File: src/rtl/uart_cmd_decoder.sv
// Decodes "!<letter>[digit]<CR|LF>" frames from a UART byte stream into
// one-cycle action pulses, optionally repeated with a fixed gap between them.
module uart_cmd_decoder #(
  parameter int TIMEOUT_CYCLES = 27_000_000,
  parameter int PULSE_GAP      = 1_350_000
) (
  input  logic       clk,
  input  logic       rst_n,
  input  logic [7:0] rx_byte,
  output logic       feed,
  output logic       play,
  output logic       clean,
  output logic       sleep,
  output logic       busy,
  output logic       err,
  output logic [7:0] last_cmd
);

  localparam int TW = $clog2(TIMEOUT_CYCLES + 1);
  localparam int GW = $clog2(PULSE_GAP + 1);
  localparam logic [TW-1:0] TIMER_LAST = TW'(TIMEOUT_CYCLES - 1);
  localparam logic [GW-1:0] GAP_LAST   = GW'(PULSE_GAP);

  typedef enum logic [2:0] {IDLE, CMD, ARG, TERM, EXEC} state_t;

  state_t        state, state_nx;
  logic [7:0]    prev_byte;
  logic [1:0]    code, code_nx;
  logic [3:0]    count, count_nx;
  logic [TW-1:0] timer, timer_nx;
  logic [GW-1:0] gap, gap_nx;
  logic [7:0]    last_nx;
  logic          fire, err_nx;
  logic          accept, is_term, is_digit, is_letter;
  logic [1:0]    letter_code;

  assign accept   = (rx_byte != 8'h00) && (prev_byte == 8'h00);
  assign is_term  = (rx_byte == 8'h0D) || (rx_byte == 8'h0A);
  assign is_digit = (rx_byte >= 8'h31) && (rx_byte <= 8'h39);
  assign busy     = (state != IDLE);

  function automatic logic [7:0] code_ascii(input logic [1:0] c);
    case (c)
      2'd0:    code_ascii = 8'h46;
      2'd1:    code_ascii = 8'h50;
      2'd2:    code_ascii = 8'h43;
      default: code_ascii = 8'h53;
    endcase
  endfunction

  always_comb begin
    is_letter   = 1'b1;
    letter_code = 2'd0;
    case (rx_byte)
      8'h46:   letter_code = 2'd0;
      8'h50:   letter_code = 2'd1;
      8'h43:   letter_code = 2'd2;
      8'h53:   letter_code = 2'd3;
      default: is_letter = 1'b0;
    endcase
  end

  // count holds the pulses still owed after the one being fired
  always_comb begin
    state_nx = state;
    code_nx  = code;
    count_nx = count;
    timer_nx = timer;
    gap_nx   = gap;
    last_nx  = last_cmd;
    fire     = 1'b0;
    err_nx   = 1'b0;
    case (state)
      IDLE: begin
        if (accept && rx_byte == 8'h21) begin
          state_nx = CMD;
          timer_nx = '0;
        end
      end
      CMD, ARG, TERM: begin
        if (accept) begin
          timer_nx = '0;
          state_nx = IDLE;
          if (state == CMD && is_letter) begin
            code_nx  = letter_code;
            count_nx = 4'd1;
            state_nx = ARG;
          end else if (state == CMD && rx_byte == 8'h21) begin
            state_nx = CMD;
          end else if (state == ARG && is_digit) begin
            count_nx = rx_byte[3:0];
            state_nx = TERM;
          end else if (state != CMD && is_term) begin
            fire     = 1'b1;
            last_nx  = code_ascii(code);
            count_nx = count - 4'd1;
            gap_nx   = '0;
            state_nx = (count == 4'd1) ? IDLE : EXEC;
          end else begin
            err_nx = 1'b1;
          end
        end else if (timer == TIMER_LAST) begin
          err_nx   = 1'b1;
          timer_nx = '0;
          state_nx = IDLE;
        end else begin
          timer_nx = timer + 1'b1;
        end
      end
      EXEC: begin
        err_nx = accept;
        if (gap == GAP_LAST) begin
          fire     = 1'b1;
          gap_nx   = '0;
          count_nx = count - 4'd1;
          if (count == 4'd1) state_nx = IDLE;
        end else begin
          gap_nx = gap + 1'b1;
        end
      end
      default: state_nx = IDLE;
    endcase
  end

  always_ff @(posedge clk or negedge rst_n) begin
    if (!rst_n) begin
      state     <= IDLE;
      prev_byte <= 8'h00;
      code      <= 2'd0;
      count     <= 4'd0;
      timer     <= '0;
      gap       <= '0;
      last_cmd  <= 8'h00;
      err       <= 1'b0;
      feed      <= 1'b0;
      play      <= 1'b0;
      clean     <= 1'b0;
      sleep     <= 1'b0;
    end else begin
      state     <= state_nx;
      prev_byte <= rx_byte;
      code      <= code_nx;
      count     <= count_nx;
      timer     <= timer_nx;
      gap       <= gap_nx;
      last_cmd  <= last_nx;
      err       <= err_nx;
      feed      <= fire && (code == 2'd0);
      play      <= fire && (code == 2'd1);
      clean     <= fire && (code == 2'd2);
      sleep     <= fire && (code == 2'd3);
    end
  end

endmodule

File: config.mk
export PLATFORM = sky130hd
export DESIGN_NAME = uart_cmd_decoder
export DESIGN_NICKNAME = d
export VERILOG_FILES = /design/src/rtl/uart_cmd_decoder.sv
export SDC_FILE = /design/constraint.sdc
export NUM_CORES = 1
export LEC_CHECK = 0
export BUFFER_PORTS_ARGS = -buffer_cell sky130_fd_sc_hd__buf_2
export CORE_ASPECT_RATIO = 1.4
export CORE_MARGIN = 1
export CORE_UTILIZATION = 45
export DETAILED_ROUTE_END_ITERATION = 10
export SETUP_SLACK_MARGIN = 0.02
export SLEW_MARGIN = 15
export SYNTH_ARGS = -nofsm -noshare
export SYNTH_HDL_FRONTEND = slang
export SYNTH_SLANG_ARGS = --single-unit
File: constraint.sdc
create_clock -name clk -period 2.6 [get_ports clk]
set_input_delay 0.26 -clock clk [delete_from_list [all_inputs] [get_ports clk]]
set_output_delay 0.26 -clock clk [all_outputs]
set_load 0.03 [all_outputs]
Word level (Yosys, flattened, before mapping)
Cells that the tools add are included.
- add/sub/neg operators: 3
- magnitude comparators: 2
- equal/unequal tests: 29
- muxes and demuxes: 46
- bitwise gates (word level): 3
- reductions and logical operators: 27
- operators with widths (cell ; number):
    $mux W21 ; 6
    $mux W25 ; 3
    $pmux W25 S2 ; 1
    $pmux W21 S2 ; 1
    $eq A8 B7 Y1 const B ; 4
    $mux W3 ; 10
    $add A25 B1 Y25 const B ; 1
    $eq A25 B25 Y1 const B ; 1
    $mux W4 ; 6
    $add A21 B1 Y21 const B ; 1
    $eq A21 B21 Y1 const B ; 1
    $eq A8 B4 Y1 const B ; 2
    $ne A2 B2 Y1 const B ; 8
    $pmux W5 S3 ; 1
    $mux W1 ; 13
    $reduce_and A6 Y1 ; 2
    $logic_and A1 B1 Y1 ; 11
    $pmux W3 S3 ; 1
    $eq A8 B6 Y1 const B ; 1
    $ge A8 B6 Y1 const B ; 1
    $le A8 B6 Y1 const B ; 1
    $logic_not A8 Y1 ; 1
    $pmux W4 S2 ; 1
    $reduce_bool A8 Y1 ; 1
    24 further kinds ; 31
- bits in registers: 76
- bits of input ports: 10
- output and inout port bits: 14
- word-level logic and storage cells: 122

Logic depth before layout (Yosys ltp)
- depth after elaboration: 10
- mapped depth: 10
- depth with buffers taken out: 8

Worst setup path before layout
No wires, ideal clock.
- path kind: reg-to-reg
- from: register timer[0]
- to: register timer[18]
- library setup time: 0.119 ns
- arrival: 2.300 ns
- data required time: 2.481 ns
- slack: 0.181 ns
- cell stages (with the launch flop): 10
- path buffers: 2
- clock period less this slack: 2.419 ns
- cells stage by stage: dfrtp_1 -> ha_1 -> nand3_1 -> or4_4 -> or3_4 -> and2_1 -> buf_6 -> nor3_4 -> buf_6 -> nor2_1
- cells in the longest elaborated chain, start to end: 4
- elaborated cells on any way between the ends: 5
- those cells by class: 1 x add/sub; 1 x eq/ne; 3 x mux
- ends and longest elaborated chain (item ; line ; source):
    from (decl) ; 30 ; logic [TW-1:0] timer, timer_nx;
    from (signal assigned) ; 144 ; timer <= timer_nx;
    $add A25 B1 Y25 or $eq A25 B25 Y1 (tied branches) ; 107, 102 ;
    $mux W25 (*) ; 102 ; end else if (timer == TIMER_LAST) begin
    $mux W25 (*) ; 81 ; if (accept) begin
    $pmux W25 S2 (*) ; 73 ; case (state)
Every way passes the cells marked *; elsewhere a longest branch is shown, timed or not.
A chain may end at the register's enable or synchronous reset.

Worst setup path in the final report
- from: register prev_byte[5]
- to: register gap[11]
- cells in the longest elaborated chain, start to end: 4
- ends and longest elaborated chain (item ; line ; source):
    from (decl) ; 27 ; logic [7:0] prev_byte;
    from (signal assigned) ; 141 ; prev_byte <= rx_byte;
    $logic_not A8 Y1 ; 37 ; assign accept = (rx_byte != 8'h00) && (prev_byte == 8'h00);
    $logic_and A1 B1 Y1 ; 37 ;
    $ne A2 B2 Y1 (no source line) ; -- ;
    $reduce_and A6 Y1 (no source line) ; -- ;
    to (signal assigned) ; 145 ; gap <= gap_nx;
    to (decl) ; 31 ; logic [GW-1:0] gap, gap_nx;
No other way between the ends.

==> results.md <==
- Wirelength per Cell: roughly 15 µm
- IR Drop Worst-Case VDD: 0.4559 mV
- Starting density of the core: 46.71%
- Main synth FF type: dfrtp_1
- Die Wd: between 80 and 90 µm
- Area grow syn2layout: 14.67%
- Most frequent cells in the layout: dfrtp_1, nor2_1, xnor2_1
- Site Rows: 40
- Initial drt markers: about 190
- Die Area: 9375 µm²
- Number of flops mapped to enable cells by yosys: 0
- CTS Buffer Depth: 2
- Fillers: 786
- Setup TNS: 0 ns
- CTS tree: built
- Worst Hold Class: primary input to asynchronous set/reset pin
- Share of cells above drive strength 1: 18.14%
- Design area: about 4600 µm²
- Fin cells: between 500 and 600
- Slew @ Worst Pin: 0.9240 ns
- Capturing point of the worst reg2reg path: gap[11]$_DFFE_PN0P_
- Fin. Hold Viols: 0
- R2R Path Start: prev_byte[5]$_DFF_PN0_
- Hold buffer count at CTS: 0
- Yosys top cell area share: 45.17%
- Avg Cell Area, Syn: ~9.8 µm²
- Ant diodes: 0
- CP arrival: around 2.7 ns
- TritonRoute pass-1 iters: 4
- Post-CTS setup buffer count: 0
- DRC: 0
- Async SR Flop Fraction: 100.0%
- Initial antenna violation count: 0
- Max-slew headroom: 38.40%
- First-pass GRT wire length: 14590 µm
- Reg2Reg Depth: 7
- Post-Syn Instances: 411
- P_leak: 1.997 nW
- Fin crit period: ~2.5 ns
- Outcome: finished, final reports clean
- PostCTS Resize Cnt: 0
- Fin crit share: a little over nine tenths
- Clock Skew: between 0.01 and 0.015 ns
- FMAX: 404.4 MHz
- #FFs+latches synth: 73
- R2R Setup Slk: 0.13 ns
- Gr usage total: 20.50%
- RePlAce Congestion: 0.7882
- Top cells by area, synth: dfrtp_1, xnor2_1, nor2_1
- H-tree levels: 3
- Dpl cells: 541
- Layout Nets: 462
- PortBufs: 20
- WP data required: about 2.8 ns
- Ports: 24
- CP Class: flip-flop to flip-flop
- # clock sinks: 73
- Synthesized area: 4044 µm²
- RSZ-0062 raised after global routing: no
- Post-synthesis sequential area ratio: 45.17%
- Slew Viols, Final: 0
- Final setup violation count: 0
- Via count: 3133
- Pwr Density: about 600 nW/µm²
- Synth area leader: dfrtp_1
- Util after Layout: a little over half
- Critical path startpoint category: flip-flop
- Clock-pin slew on the worst setup and hold paths: 0.06 ns
- Vias per cell: 5.625
- CTS root buf: clkbuf_16
- DP Wirelength: ~6000 µm
- Crit Path Max Fanout: 26
- Placed Area: 4328 µm²
- Largest net degree at the start of global routing: 74
- DIE HEIGHT: about 110 µm
- Max_cap viols: 0
- Clk_lat worst skew: between 0.3 and 0.4 ns
- DRT antenna net count: 0
- Yosys warns: 0
- Vias in the first global route: 3095
- Library cells used by synthesis: 67
- GRT Residual Overflow: 0
- Core region area: 8658 µm²
- Most common cell after layout, fill and taps aside: dfrtp_1
- Crit end category: flip-flop
- Final WL: approximately 8500 µm
- CTS Buf Count: 9
==> cells in the mapped netlist (5+ instances only) <==
library cell and n:
dfrtp_1 73, nor3_1 10, mux2_2 6, nand4_1 12, a21oi_1 7, inv_1 15, buf_6 6, nor4_1 16
ha_1 5, o21ai_0 11, nor2_1 56, and3_1 8, nand3_1 22, xnor2_1 34, nand2_1 31, clkbuf_1 5
==> per-stage QoR <==
step	hold slack [ns]	total power, mW	setup WS (ns)
floorplan	-0.03559	1.486	0.1812
global placement	0.4327	1.565	0.1324
detailed placement	0.4338	1.571	0.1268
CTS	0.08987	2.798	0.1203
global route	0.09894	2.885	0.03426
finish	0.05283	2.773	0.1275
==> area by class of cell <==
| class | instances | area [µm²] | area share (%) |
|---|---|---|---|
| multi-input combinational | 307 | 2056 | 44.33 |
| clock buffer | 13 | 250.2 | 5.397 |
| tap | 105 | 131.4 | 2.833 |
| inverter | 15 | 56.30 | 1.214 |
| timing repair buffer | 41 | 276.5 | 5.963 |
| sequential | 73 | 1827 | 39.40 |
| clock inverter | 3 | 40.04 | 0.8635 |
==> sequential cells by signal, summed over array words and instances, names as in the netlist <==
name / cells
play: 1
timer: 25
feed: 1
err: 1
clean: 1
gap: 21
sleep: 1
count: 4
code: 2
last_cmd: 5
prev_byte: 8
state: 3
==> power by group <==
part / total (mW) / switching (mW) / internal [mW]
logic: 0.237 / 0.141 / 0.0961
registers: 1.32 / 0.0997 / 1.22
clock network: 1.22 / 0.454 / 0.766
==> worst max path at each step <==
stage / from / slack (ns) / cells past startpoint / to
6_report: prev_byte[5]$_DFF_PN0_ / 0.13 / 7 / gap[11]$_DFFE_PN0P_
5_1_grt: timer[0]$_DFFE_PN0P_ / 0.03 / 8 / timer[24]$_DFFE_PN0P_
4_1_cts: prev_byte[1]$_DFF_PN0_ / 0.12 / 8 / gap[7]$_DFFE_PN0P_
3_5_place_dp: prev_byte[1]$_DFF_PN0_ / 0.13 / 8 / gap[7]$_DFFE_PN0P_
3_3_place_gp: rx_byte[2] / 0.13 / 8 / timer[21]$_DFFE_PN0P_
2_1_floorplan: timer[0]$_DFFE_PN0P_ / 0.18 / 9 / timer[18]$_DFFE_PN0P_
==> worst max-delay path, cell delays in order, from the launching register on <==
cell and delay, ns:
dfrtp_1 0.36, nor4_1 0.39, nand2_1 0.12, or4b_1 0.59, buf_12 0.20, a2111oi_1 0.47, xnor2_1 0.17, nor2_1 0.06
==> per-layer routing <==
metal | part of all wire (%) | GRT usage, % | up-vias
met5 | 0 | 0 | -
met4 | 2.1 | 9.942 | 0
met3 | 2.4 | 2.789 | 12
met2 | 51 | 34.99 | 55
met1 | 45 | 24.82 | 1529
li1 | - | - | 1537
==> logic make-up after synthesis <==
kind of cell,Yosys count,share of synthesized area (%)
other cells,1,0.09273
flops,73,45.17
compound gates,51,11.39
buf+inv,33,4.548
simple gates,202,26.86
mux,8,2.166
fa+ha+maj,5,1.547
xor+xnor,38,8.230
(Power assumes the default switching activity.)
